### src/rtl/fcpu_axi_rd_arbiter.sv
// rtl/fcpu_axi_rd_arbiter.sv - round-robin two-master AXI4 read arbiter for the MIG port
// One burst in flight at a time; beat count and RID are checked, and any mismatch sets a sticky error.
module fcpu_axi_rd_arbiter #(
    parameter int ID_W   = 4,
    parameter int ADDR_W = 28,
    parameter int DATA_W = 128
) (
    input  logic              clk,
    input  logic              sys_rst_n,
    input  logic [ID_W-1:0]   m0_arid,
    input  logic [ADDR_W-1:0] m0_araddr,
    input  logic [7:0]        m0_arlen,
    input  logic              m0_arvalid,
    output logic              m0_arready,
    output logic [DATA_W-1:0] m0_rdata,
    output logic [ID_W-1:0]   m0_rid,
    output logic [1:0]        m0_rresp,
    output logic              m0_rlast,
    output logic              m0_rvalid,
    input  logic              m0_rready,
    input  logic [ID_W-1:0]   m1_arid,
    input  logic [ADDR_W-1:0] m1_araddr,
    input  logic [7:0]        m1_arlen,
    input  logic              m1_arvalid,
    output logic              m1_arready,
    output logic [DATA_W-1:0] m1_rdata,
    output logic [ID_W-1:0]   m1_rid,
    output logic [1:0]        m1_rresp,
    output logic              m1_rlast,
    output logic              m1_rvalid,
    input  logic              m1_rready,
    output logic [ID_W-1:0]   s_arid,
    output logic [ADDR_W-1:0] s_araddr,
    output logic [7:0]        s_arlen,
    output logic              s_arvalid,
    input  logic              s_arready,
    input  logic [ID_W-1:0]   s_rid,
    input  logic [DATA_W-1:0] s_rdata,
    input  logic [1:0]        s_rresp,
    input  logic              s_rlast,
    input  logic              s_rvalid,
    output logic              s_rready,
    output logic [1:0]        grant,
    output logic              err
);

    typedef enum logic [1:0] {IDLE = 2'd0, ADDR = 2'd1, DATA = 2'd2} state_t;

    state_t            r_state;
    state_t            w_next;
    logic              r_rr_last;
    logic [1:0]        r_grant;
    logic [ID_W-1:0]   r_id;
    logic [ADDR_W-1:0] r_addr;
    logic [7:0]        r_len;
    logic [7:0]        r_beat_cnt;
    logic              r_err;

    logic w_win1;
    logic w_ar_hs;
    logic w_sel_rready;
    logic w_beat;
    logic w_err_evt;

    // r_rr_last = 1 means M1 was served last, so M0 wins the next tie
    assign w_win1       = m1_arvalid && (!m0_arvalid || !r_rr_last);
    assign w_ar_hs      = (r_state == IDLE) && (m0_arvalid || m1_arvalid);
    assign w_sel_rready = r_grant[1] ? m1_rready : m0_rready;
    assign w_beat       = (r_state == DATA) && s_rvalid && w_sel_rready;
    assign w_err_evt    = (s_rvalid && (r_state != DATA)) ||
                          (w_beat && ((s_rid != r_id) ||
                                      ( s_rlast && (r_beat_cnt != r_len)) ||
                                      (!s_rlast && (r_beat_cnt == r_len))));

    always_ff @(posedge clk or negedge sys_rst_n) begin
        if (!sys_rst_n) begin
            r_state <= IDLE;
        end else begin
            r_state <= w_next;
        end
    end

    always_comb begin
        w_next = r_state;
        unique case (r_state)
            IDLE:    if (w_ar_hs)             w_next = ADDR;
            ADDR:    if (s_arready)           w_next = DATA;
            DATA:    if (w_beat && s_rlast)   w_next = IDLE;
            default:                          w_next = IDLE;
        endcase
    end

    always_comb begin
        m0_arready = 1'b0;
        m1_arready = 1'b0;
        s_arvalid  = 1'b0;
        s_rready   = 1'b0;
        m0_rvalid  = 1'b0;
        m1_rvalid  = 1'b0;
        unique case (r_state)
            IDLE: begin
                m0_arready = m0_arvalid && !w_win1;
                m1_arready = w_win1;
            end
            ADDR: s_arvalid = 1'b1;
            DATA: begin
                s_rready  = w_sel_rready;
                m0_rvalid = s_rvalid && r_grant[0];
                m1_rvalid = s_rvalid && r_grant[1];
            end
            default: ;
        endcase
    end

    always_ff @(posedge clk or negedge sys_rst_n) begin
        if (!sys_rst_n) begin
            r_rr_last  <= 1'b1;
            r_grant    <= 2'b00;
            r_id       <= '0;
            r_addr     <= '0;
            r_len      <= '0;
            r_beat_cnt <= '0;
        end else if (w_ar_hs) begin
            r_id       <= w_win1 ? m1_arid   : m0_arid;
            r_addr     <= w_win1 ? m1_araddr : m0_araddr;
            r_len      <= w_win1 ? m1_arlen  : m0_arlen;
            r_grant    <= w_win1 ? 2'b10     : 2'b01;
            r_beat_cnt <= '0;
        end else if (w_beat) begin
            r_beat_cnt <= r_beat_cnt + 8'd1;
            if (s_rlast) begin
                r_grant   <= 2'b00;
                r_rr_last <= r_grant[1];
            end
        end
    end

    always_ff @(posedge clk or negedge sys_rst_n) begin
        if (!sys_rst_n) begin
            r_err <= 1'b0;
        end else if (w_err_evt) begin
            r_err <= 1'b1;
        end
    end

    assign s_arid   = r_id;
    assign s_araddr = r_addr;
    assign s_arlen  = r_len;
    assign grant    = r_grant;
    assign err      = r_err;

    assign m0_rdata = s_rdata;
    assign m0_rid   = s_rid;
    assign m0_rresp = s_rresp;
    assign m0_rlast = s_rlast;
    assign m1_rdata = s_rdata;
    assign m1_rid   = s_rid;
    assign m1_rresp = s_rresp;
    assign m1_rlast = s_rlast;

endmodule

### config.mk
export PLATFORM = sky130hd
export DESIGN_NAME = fcpu_axi_rd_arbiter
export DESIGN_NICKNAME = d
export VERILOG_FILES = /design/src/rtl/fcpu_axi_rd_arbiter.sv
export SDC_FILE = /design/constraint.sdc
export NUM_CORES = 1
export LEC_CHECK = 0
export CAP_MARGIN = 20
export CORE_AREA = 2 2 209 211
export CTS_BUF_LIST = sky130_fd_sc_hd__clkbuf_16
export DETAILED_ROUTE_END_ITERATION = 8
export DIE_AREA = 0 0 211 213
export SETUP_SLACK_MARGIN = 0.4
export SYNTH_ARGS = -nofsm -noshare
export SYNTH_HDL_FRONTEND = slang
export SYNTH_SLANG_ARGS = --single-unit
### constraint.sdc
create_clock -name clk -period 2.6 [get_ports clk]
set_clock_uncertainty 0.15 [all_clocks]
set_input_delay 0.26 -clock clk [delete_from_list [all_inputs] [get_ports clk]]
set_output_delay 0.26 -clock clk [all_outputs]
set_load 0.01 [all_outputs]
=== Yosys cells after proc, flatten, opt, wreduce, memory -nomap -nowiden ===
Index checks and enable logic that the tools add are counted.

* Register bits: 54
* Output and inout port bits: 319
* Word-level logic and storage cells: 66

* Add/subtract/negate cells: 1
* Equality and inequality tests: 9
* Muxes and demuxes: 20
* Bitwise operators: 1
* Reductions and logical operators: 27

{| class="wikitable"
|+ Operators with widths
! cell !! count
|-
| 28-bit 2-to-1 mux || 1
|-
| 8-bit 2-to-1 mux || 3
|-
| 2-bit 2-to-1 mux || 7
|-
| 1-bit logical AND || 12
|-
| 8-bit by 1-bit adder with 8-bit output, second input constant || 1
|-
| 8-bit equality test || 1
|-
| 8-bit != test || 1
|-
| 1-bit 2-to-1 mux || 7
|-
| 2-bit != test, second input constant || 3
|-
| 2-bit case mux with 3 select lines || 1
|-
| 3-bit AND reduction || 2
|-
| 1-bit logical OR || 5
|-
| 1-bit logical NOT || 4
|-
| 4-bit 2-to-1 mux || 1
|-
| 4-bit != test || 1
|-
| 2-bit nonzero test || 2
|-
| 2-bit by 1-bit equality test with 1-bit output, second input constant || 1
|-
| 2-bit equality test, second input constant || 1
|-
| 2-bit logical NOT || 1
|-
| 2-bit by 1-bit != test with 1-bit output, second input constant || 1
|-
| 2-bit AND reduction || 1
|-
| 1-bit inverter || 1
|}

=== Depth between registers and ports, before layout ===
Gate-level depths: netlist of run 1.

* Depth in word-level cells: 6
* Depth in mapped cells: 6
* Depth with buffers taken out: 5

=== Least setup slack after synthesis of run 1 ===
OpenSTA, ideal clock, no wires.

* Kind: reg2reg
* Start: register r_grant[1], in the netlist grant[1]
* End: register r_rr_last
* Library setup time: 0.085 ns
* Arrival time: 1.443 ns
* Path slack: 0.922 ns
* Stages on the path, launching flop included: 6
* Period minus slack after synthesis: 1.678 ns
* Cell sequence: dfrtp_1 mux2_4 and2_1 buf_4 nand2_2 mux2_1

* Longest elaborated chain between the ends: 3

{| class="wikitable"
|+ RTL lines
! item !! RTL line !! text
|-
| from (decl) || 52 || <nowiki>logic [1:0] r_grant;</nowiki>
|-
| from (signal assigned) || 127 || <nowiki>r_grant <= w_win1 ? 2'b10 : 2'b01;</nowiki>
|-
| 1-bit 2-to-1 mux || 68 || <nowiki>assign w_sel_rready = r_grant[1] ? m1_rready : m0_rready;</nowiki>
|-
| 1-bit logical AND || 69 || <nowiki>assign w_beat = (r_state == DATA) && s_rvalid && w_sel_rready;</nowiki>
|-
| 3-bit AND reduction (no source line) || n/a ||
|-
| to (signal assigned) || 133 || <nowiki>r_rr_last <= r_grant[1];</nowiki>
|-
| to (decl) || 51 || <nowiki>logic r_rr_last;</nowiki>
|}

Several ways; a longest one is shown, not always the timed one.
A chain may end at the register's enable or synchronous reset.

=== Worst setup path in the final report of run 1 ===
* Start: input m1_arvalid
* End: output m1_arready

* Longest elaborated chain between the ends: 2

{| class="wikitable"
|+ RTL lines
! item !! RTL line !! text
|-
| from (decl) || 24 || <nowiki>input logic m1_arvalid,</nowiki>
|-
| 1-bit logical AND || 66 || <nowiki>assign w_win1 = m1_arvalid && (!m0_arvalid || !r_rr_last);</nowiki>
|-
| 1-bit 2-to-1 mux || 100 || <nowiki>unique case (r_state)</nowiki>
|-
| to (decl) || 25 || <nowiki>output logic m1_arready,</nowiki>
|}

No other way between the ends.

==> impl_metrics.toml, run 1 <==
[sta]
slew_headroom = 0.498
tns_ns = 0
period_needed_ns = 2.13
worst_slack_ns = 0.473
period_share = 0.818
finalMaxSlewViolations = 0
rsz0062_at_grt = "yes"
max_clock_freq_ghz = 0.470
worst_pin_slew_ns = 0.752
setup_violations = 0
hold_viol = 0

[logic_synthesis]
mappedNetlistArea_sq_um = 4640
synth_nets = 736
synthTopCellsByArea = "buf_4 44%, dfrtp_1 29%, mux2i_1 4.7%"
yosys.area.top_type = "buf_4"
synth_cell_type_count = 41
synth_top_area_share = 0.440
ys_ff_latch = 54
postSynthAreaPerCell_sq_um = 9.07
ys_seq_area_frac = 0.291
yosysWarnings = 0
synth-edff-count = 0
netlist_instances = 512
synthArstFlopShare = 1.00
synthFlopType = "dfrtp_1"

[floorplan]
io_pins = 542
rows = 76
die_x_um = 211
dieHeight_um = 213
die_area_sq_um = 44900
initial_core_util = 0.109
coreArea_sq_um = 42700

[routing]
ant_nets = 0
drc = 0
via_count = 2797
first_pass_iters = 5
drt-initial-drc-count = 193
avgViaCountPerCell = 2.98
wl_per_cell_um = 18.4
routed_wl_mm = 17.3

[final_layout]
fin_nets = 617
antenna-diode-count = 0
final_common_cell = "clkdlybuf4s50_1"
finalInstanceArea_sq_um = 5010
syn_to_final_growth_pct = 7.98
fillers = 4839
seq_area_sq_um = 1350
utilization = 0.117
final_cell_mix = "148 x clkdlybuf4s50_1, 52 x dfrtp_1, 24 x o21ai_0"
drive_gt1_frac = 0.0660
multi_input_area_sq_um = 1130

[cts]
clkTransAtPathRegs_ns = 0.08
clock_latency_ns = 0.32
cts_buffer_depth = 2
clk_root_buffer_cell = "clkbuf_16"
h-tree-depth = 2
numCtsBuffers = 5
clock-sinks = 54
cts_tree = "built"

[placed_design]
place_congestion = 0.701
placed_cell_area_sq_um = 4810
dpl.hpwl_mm = 14.7
place_ws_ns = 0.339
io_buffers = 151

[min_path]
min_path_type = "flip-flop to flip-flop"

[worst_setup_path]
crit_slowest_cell = "clkdlybuf4s50_1"
arrival_ns = 1.72
crit_top_cell = "clkdlybuf4s50_1"
crit_path_start_kind = "input port"
critPathKind = "input port to output port"
path_cells = "clkdlybuf4s50_1 > a21boi_4 > and2_1 > clkdlybuf4s50_1"
cp_data_required_time_ns = 2.19
path_max_fanout = 3
cpPeakStageDelay_ns = 0.55
end_kind = "output port"

[power_and_ir_drop]
p_per_area_nw_per_um2 = 880
ir_worst_vdd_uv = 602
totalPowerFinal_uw = 4410
power.leakage_uw = 0.00200

[global_route]
grt_pass1_wl_mm = 22.6
grt_max_degree = 43
grt_util_all_layers = 0.0740
grt_pass1_vias = 2956
grt_overflow_total = 0
antenna_found_initial = 0

[status]
outcome = "complete, no violations"

[job]
cap_viol_max_count = 0
## synthesized netlist by cell type (2+ instances only)
master,n
inv_1,22
a222oi_1,19
mux2i_1,22
nor4_1,2
o21ai_0,24
nor2_1,6
a21oi_1,3
and3b_1,2
or3_1,2
xnor2_1,5
nand4_1,4
buf_4,272
and2_1,5
a31o_2,2
buf_2,8
clkbuf_1,3
nand2_1,22
nand2b_1,2
a211oi_1,3
dfrtp_1,53
xor2_1,11
## per-layer routing
metal / vias up / track usage / share of wire
met5: - / 0 / 0
met4: 0 / 0.0357 / 0.041
met3: 63 / 0.0682 / 0.20
met2: 336 / 0.122 / 0.48
met1: 1224 / 0.0592 / 0.28
li1: 1174 / - / -
## sequential cells by signal (all words and copies together) (netlist names)
signal and cells:
grant 2, r_beat_cnt 8, s_arlen 8, r_rr_last 1, s_arid 4, s_araddr 28
r_state 2, err 1
## timing repair
action,in CTS,in global routing
endpoints found under the hold margin,29,0
gates resized for setup,3,3
setup buffers,0,1
endpoints found under the setup margin,5,5
hold buffers,1,0
## report_power, final
| part | switching (uW) | internal, uW | total (uW) |
|---|---|---|---|
| Combinational | 933 | 1130 | 2060 |
| Sequential | 344 | 1200 | 1540 |
| Clock | 354 | 456 | 810 |
## layout make-up
class | instances | share of cell area
Timing Repair Buffer | 159 | 0.319
Clock inverter | 3 | 0.00849
Clock buffer | 5 | 0.0250
Inverter | 22 | 0.0165
Sequential cell | 54 | 0.270
Multi-Input combinational cell | 151 | 0.225
Tap cell | 546 | 0.136
## through the flow
stage / std cells / hold WS (ns)
2_1_floorplan: 512 / -0.186
6_report: 940 / 0.332
4_1_cts: 939 / 0.340
3_5_place_dp: 930 / 0.229
3_3_place_gp: 930 / 0.220
5_1_grt: 940 / 0.366
## worst max-delay path: cells and delay by family
family,cells,cell delay (ns)
AOI/OAI and AO/OA,1,0.21
buffers and inverters,2,1.09
and+or+nand+nor,1,0.16
## final timing paths
path                              startpoint           end  slack (ns)  cells after the start
worst max-delay path              m1_arvalid    m1_arready        0.47                      4
worst min-delay path            s_araddr[25]  s_araddr[25]        0.33                      2
worst max register to register    r_state[0]     r_rr_last        0.77                      5
worst min register to register  s_araddr[25]  s_araddr[25]        0.33                      2
max in group asynchronous          sys_rst_n    s_arlen[6]        1.29                      3
min in group asynchronous          sys_rst_n  s_araddr[21]        0.39                      2
## cells by family after synthesis
group | after synthesis | share of synthesized area
AND/OR/NAND/NOR | 52 | 0.0601
flip-flops | 54 | 0.291
AO/OA/AOI/OAI | 58 | 0.0906
adder cells (fa/ha/maj) | 1 | 0.00269
multiplexers | 24 | 0.0531
XOR/XNOR | 16 | 0.0302
buffers and inverters | 307 | 0.472
No activity file was read; power rests on OpenSTA's default activity.
==> inputs of run 2 (changes only) <==
--- a/config.mk
+++ b/config.mk
@@ -6,10 +6,10 @@
 export NUM_CORES = 1
 export LEC_CHECK = 0
 export CAP_MARGIN = 20
-export CORE_AREA = 2 2 209 211
+export CORE_AREA = 2 2 210 212
 export CTS_BUF_LIST = sky130_fd_sc_hd__clkbuf_16
 export DETAILED_ROUTE_END_ITERATION = 8
-export DIE_AREA = 0 0 211 213
+export DIE_AREA = 0 0 212 214
 export SETUP_SLACK_MARGIN = 0.4
 export SYNTH_ARGS = -nofsm -noshare
 export SYNTH_HDL_FRONTEND = slang
==> constraint.sdc (replaced) <==
create_clock -name clk -period 1.8 [get_ports clk]
set_clock_uncertainty 0.15 [all_clocks]
set_input_delay 0.18 -clock clk [delete_from_list [all_inputs] [get_ports clk]]
set_output_delay 0.18 -clock clk [all_outputs]
set_load 0.01 [all_outputs]
==> impl_metrics.toml, run 2 (synthesis results as in run 1) <==
[worst_setup_path]
cpPeakStageDelay_ns = 0.43
crit_path_start_kind = "flip-flop"
cp_num_buf_inv = 4
cp_data_required_time_ns = 1.84
end_kind = "flip-flop"
crit_slowest_cell = "dfrtp_1"
arrival_ns = 1.74
crit_top_cell = "buf_6"
critPathKind = "flip-flop to flip-flop"
path_max_fanout = 11
path_cells = "nor2_4 > buf_6 > buf_6 > o21ai_4 > clkbuf_16 > a222oi_1 > inv_1"
cp_top_family = "buffers and inverters"

[global_route]
top_usage_layer = "met2"
grt_pass1_wl_mm = 21.7
met1_usage = 0.0651
grt_use_met3 = 0.0454
antenna_found_initial = 0
grt_overflow_total = 0
grt_util_all_layers = 0.0664
grt_max_degree = 44
met2_usage = 0.0987
grt_pass1_vias = 3222

[cts]
clock_latency_ns = 0.31
cts_tree = "built"
clk_root_buffer_cell = "clkbuf_16"
cts_buffer_depth = 2
clkTransAtPathRegs_ns = 0.08
h-tree-depth = 2
numCtsBuffers = 5
clock-sinks = 54

[routing]
avgViaCountPerCell = 2.95
first_pass_iters = 5
wl_per_cell_um = 16.3
drc = 0
routed_wl_mm = 16.6
ant_nets = 0
via_count = 3025
drt-initial-drc-count = 139

[status]
outcome = "complete, no violations"

[final_layout]
multi_input_area_sq_um = 1270
finalInstanceArea_sq_um = 5670
fillers = 4890
fin_nets = 662
seq_area_sq_um = 1360
syn_to_final_growth_pct = 22.1
final_cell_mix = "88 x clkdlybuf4s50_1, 48 x dfrtp_1, 41 x dlygate4sd2_1"
antenna-diode-count = 0
largest_reg_flops = 28
utilization = 0.132
final_common_cell = "clkdlybuf4s50_1"
drive_gt1_frac = 0.255

[sta]
period_needed_ns = 1.70
max_clock_freq_ghz = 0.587
worst_pin_slew_ns = 0.306
hold_ws_ns = 0.106
rsz0062_at_grt = "yes"
hold_viol = 0
slew_headroom = 0.794
setup_violations = 0
finalMaxSlewViolations = 0
period_share = 0.946

[job]
cap_viol_max_count = 0

[placed_design]
placed_cell_area_sq_um = 5070
io_buffers = 151
dpl.hpwl_mm = 12.6
place_congestion = 0.705

[power_and_ir_drop]
ir_worst_vdd_uv = 640
totalPowerFinal_uw = 7150
power.leakage_uw = 0.00245
p_per_area_nw_per_um2 = 1260

[floorplan]
die_x_um = 212
rows = 76
die_area_sq_um = 45400
dieHeight_um = 214
initial_core_util = 0.108
coreArea_sq_um = 42900
io_pins = 542

[min_path]
min_path_type = "input port to asynchronous set/reset pin"
[run 2: changes by cell type in the layout (fill, tap and decap cells not counted), moves of 4 or more]
cell             before  now
and2_1                5    1
buf_4                 5   27
dfrtp_1              52   48
dlygate4sd2_1         0   41
buf_6                 0   21
o21ai_0              24   11
clkdlybuf4s50_1     148   88
and2_4                0    4
o21ai_1               0   13
buf_2                 1    6
dfrtp_2               1    5
[run 2: what timing repair did]
item                       4_1_cts  5_1_grt
gates cloned                     2        3
buffers inserted                12        6
pin swaps                       19       12
setup endpoints to repair      112       72
hold endpoints to repair        54        0
gates resized for setup        144       39
hold buffers                     1        0
[run 2: power breakdown]
group / switching [uW] / internal, uW / leakage (uW)
sequential: 404 / 1740 / 0.000668
combinational: 1780 / 2060 / 0.00170
clock: 513 / 650 / 0.0000864
[run 2: final timing paths]
kind | from | endpoint | slack, ns | depth (start not counted)
hold reg to reg | s_araddr[25] | s_araddr[25] | 0.33 | 2
min in group clk | s_rdata[123] | m0_rdata[123] | 0.21 | 0
max in group asynchronous | sys_rst_n | r_state[1] | 0.85 | 3
hold / removal | sys_rst_n | s_araddr[13] | 0.11 | 2
setup reg to reg | r_state[0] | s_araddr[3] | 0.1 | 7
setup / recovery | r_state[0] | s_araddr[3] | 0.1 | 7
[run 2: cell type report]
class	instances	share of cell area
clock buffer	5	0.0221
clock inverter	3	0.00662
inverter	22	0.0146
multi-input combinational	151	0.224
sequential	54	0.240
tap	585	0.129
timing repair buffer	204	0.363
[run 2: through the flow]
stage | TNS, ns | setup slack, ns | std cells
finish | 0 | 0.0972 | 1024
global route | 0 | 0.00263 | 1024
detailed placement | -3.97 | -0.256 | 992
floorplan | 0 | 0.173 | 512
global placement | -2.35 | -0.207 | 992
CTS | 0 | 0.0887 | 1015
[run 2: worst reg2reg max path, stage by stage (launching register included)]
cell       delay (ns)
dfrtp_1          0.43
nor2_4           0.16
buf_6            0.12
buf_6            0.09
o21ai_4          0.09
clkbuf_16        0.19
a222oi_1         0.29
inv_1            0.07
[run 2: layer usage]
metal | vias to the layer above | wire length (um)
met5 | - | 0
met4 | 0 | 1110
met3 | 108 | 2740
met2 | 323 | 7220
met1 | 1321 | 5570
li1 | 1273 | -
==> inputs of run 3 (changes only) <==
--- a/config.mk
+++ b/config.mk
@@ -10,6 +10,7 @@
 export CTS_BUF_LIST = sky130_fd_sc_hd__clkbuf_16
 export DETAILED_ROUTE_END_ITERATION = 8
 export DIE_AREA = 0 0 212 214
+export PLACE_DENSITY = 0.45
 export SETUP_SLACK_MARGIN = 0.4
 export SYNTH_ARGS = -nofsm -noshare
 export SYNTH_HDL_FRONTEND = slang
==> impl_metrics.toml, run 3 (synthesis results as in run 1) <==
[status]
outcome = "complete, no violations"

[sta]
finalMaxSlewViolations = 0
period_share = 0.977
setup_violations = 0
worst_slack_ns = 0.0417
rsz0062_at_grt = "yes"
slew_headroom = 0.779
hold_viol = 0
max_clock_freq_ghz = 0.569
period_needed_ns = 1.76
worst_pin_slew_ns = 0.332
tns_ns = 0

[cts]
cts_tree = "built"
clock_latency_ns = 0.31
cts_buffer_depth = 2
clock-sinks = 54
clkTransAtPathRegs_ns = 0.08
h-tree-depth = 2
numCtsBuffers = 5
clk_root_buffer_cell = "clkbuf_16"

[routing]
wl_per_cell_um = 16.0
ant_nets = 0
first_pass_iters = 7
routed_wl_mm = 16.4
drc = 0
drt-initial-drc-count = 144
avgViaCountPerCell = 2.90
via_count = 2967

[placed_design]
place_ws_ns = -0.140
io_buffers = 151
place_congestion = 0.690
dpl.hpwl_mm = 12.0
placed_cell_area_sq_um = 5080
dp_cells = 989

[worst_setup_path]
cp_data_required_time_ns = 1.89
r2r_end = "r_rr_last"
path_cells = "mux2_4 > buf_12 > buf_12 > and2_4 > nand2_4 > mux2_4"
critPathKind = "flip-flop to flip-flop"
cpPeakStageDelay_ns = 0.40
r2r_slack_ns = 0.04
crit_slowest_cell = "dfrtp_1"
end_kind = "flip-flop"
arrival_ns = 1.85
reg2reg_depth = 6
crit_path_start_kind = "flip-flop"
cp_num_buf_inv = 2
r2r_start = "grant[1]"
cp_top_family = "multiplexers"
path_max_fanout = 5

[global_route]
grt_max_degree = 55
grt_pass1_vias = 3097
antenna_found_initial = 0
grt_pass1_wl_mm = 21.3
grt_overflow_total = 0
grt_util_all_layers = 0.0657

[floorplan]
die_area_sq_um = 45400
rows = 76
coreArea_sq_um = 42900
io_pins = 542
die_x_um = 212
dieHeight_um = 214
initial_core_util = 0.108

[power_and_ir_drop]
p_per_area_nw_per_um2 = 1260
ir_worst_vdd_uv = 630
power.leakage_uw = 0.00242
totalPowerFinal_uw = 7200

[job]
cap_viol_max_count = 0

[final_layout]
stdcell_count = 1022
final_cell_mix = "91 x clkdlybuf4s50_1, 49 x dfrtp_1, 35 x dlygate4sd2_1"
syn_to_final_growth_pct = 23.4
largest_reg_flops = 28
antenna-diode-count = 0
drive_gt1_frac = 0.261
finalInstanceArea_sq_um = 5730
fin_nets = 661
final_common_cell = "clkdlybuf4s50_1"

[min_path]
holdPathStages = 0
min_path_type = "input port to output port"
holdPathEnd = "m0_rdata[106]"
hp-start = "s_rdata[106]"
[run 3: changes by cell type in the layout (fill, tap and decap cells not counted), sizes merged, moves of 3 or more]
cell,delta
dlygate4sd2,-6
clkdlybuf4s15,+5
buf,-3
clkdlybuf4s50,+3
[run 3: stage by stage]
stage | util | hold WS (ns)
final | 0.134 | 0.210
after global routing | 0.134 | 0.210
after CTS | 0.125 | 0.210
after detailed placement | 0.118 | 0.0705
after global placement | 0.118 | 0.0705
after floorplan | - | -0.266
[run 3: worst max path at each step]
stage / from / to / slack, ns / depth (start not counted)
floorplan: grant[1] / r_rr_last / 0.17 / 5
global placement: m0_arvalid / s_arlen[6] / -0.15 / 6
detailed placement: m0_arvalid / m0_arready / -0.14 / 4
CTS: grant[1] / r_rr_last / 0.09 / 6
global route: grant[1] / r_rr_last / 0.001 / 6
finish: grant[1] / r_rr_last / 0.04 / 6
[run 3: final cells by class]
| type | count | area, sq um |
|---|---|---|
| Clock buffer | 5 | 125 |
| Clock inverter | 2 | 13.8 |
| Fill cell | 4867 | 37200 |
| Inverter | 22 | 82.6 |
| Multi-Input combinational cell | 151 | 1300 |
| Sequential cell | 54 | 1360 |
| Tap cell | 585 | 732 |
| Timing Repair Buffer | 203 | 2110 |
[run 3: what timing repair did]
action                                  in CTS  in global routing
endpoints found under the hold margin       53                  0
pin swaps                                   10                 13
endpoints found under the setup margin     112                 76
hold buffers                                 1                  0
buffers inserted                             8                 10
gates resized for setup                    117                 67
cloned                                       3                  4
[run 3: power breakdown]
| group | switching, uW | internal, uW | leakage (uW) |
|---|---|---|---|
| clock network | 528 | 515 | 0.0000701 |
| registers | 420 | 1730 | 0.000670 |
| logic | 1810 | 2190 | 0.00168 |
[run 3: worst register-to-register path, cell delays in order, from the launching register on]
cell	delay [ns]
dfrtp_1	0.40
mux2_4	0.33
buf_12	0.13
buf_12	0.12
and2_4	0.19
nand2_4	0.08
mux2_4	0.29
[run 3: layer usage]
metal | track usage | vias up | wire, um
met3 | 0.0500 | 93 | 2790
met2 | 0.0891 | 281 | 6500
li1 | - | 1271 | -
met5 | 0 | - | 0
met4 | 0.0523 | 0 | 1220
met1 | 0.0668 | 1322 | 5860
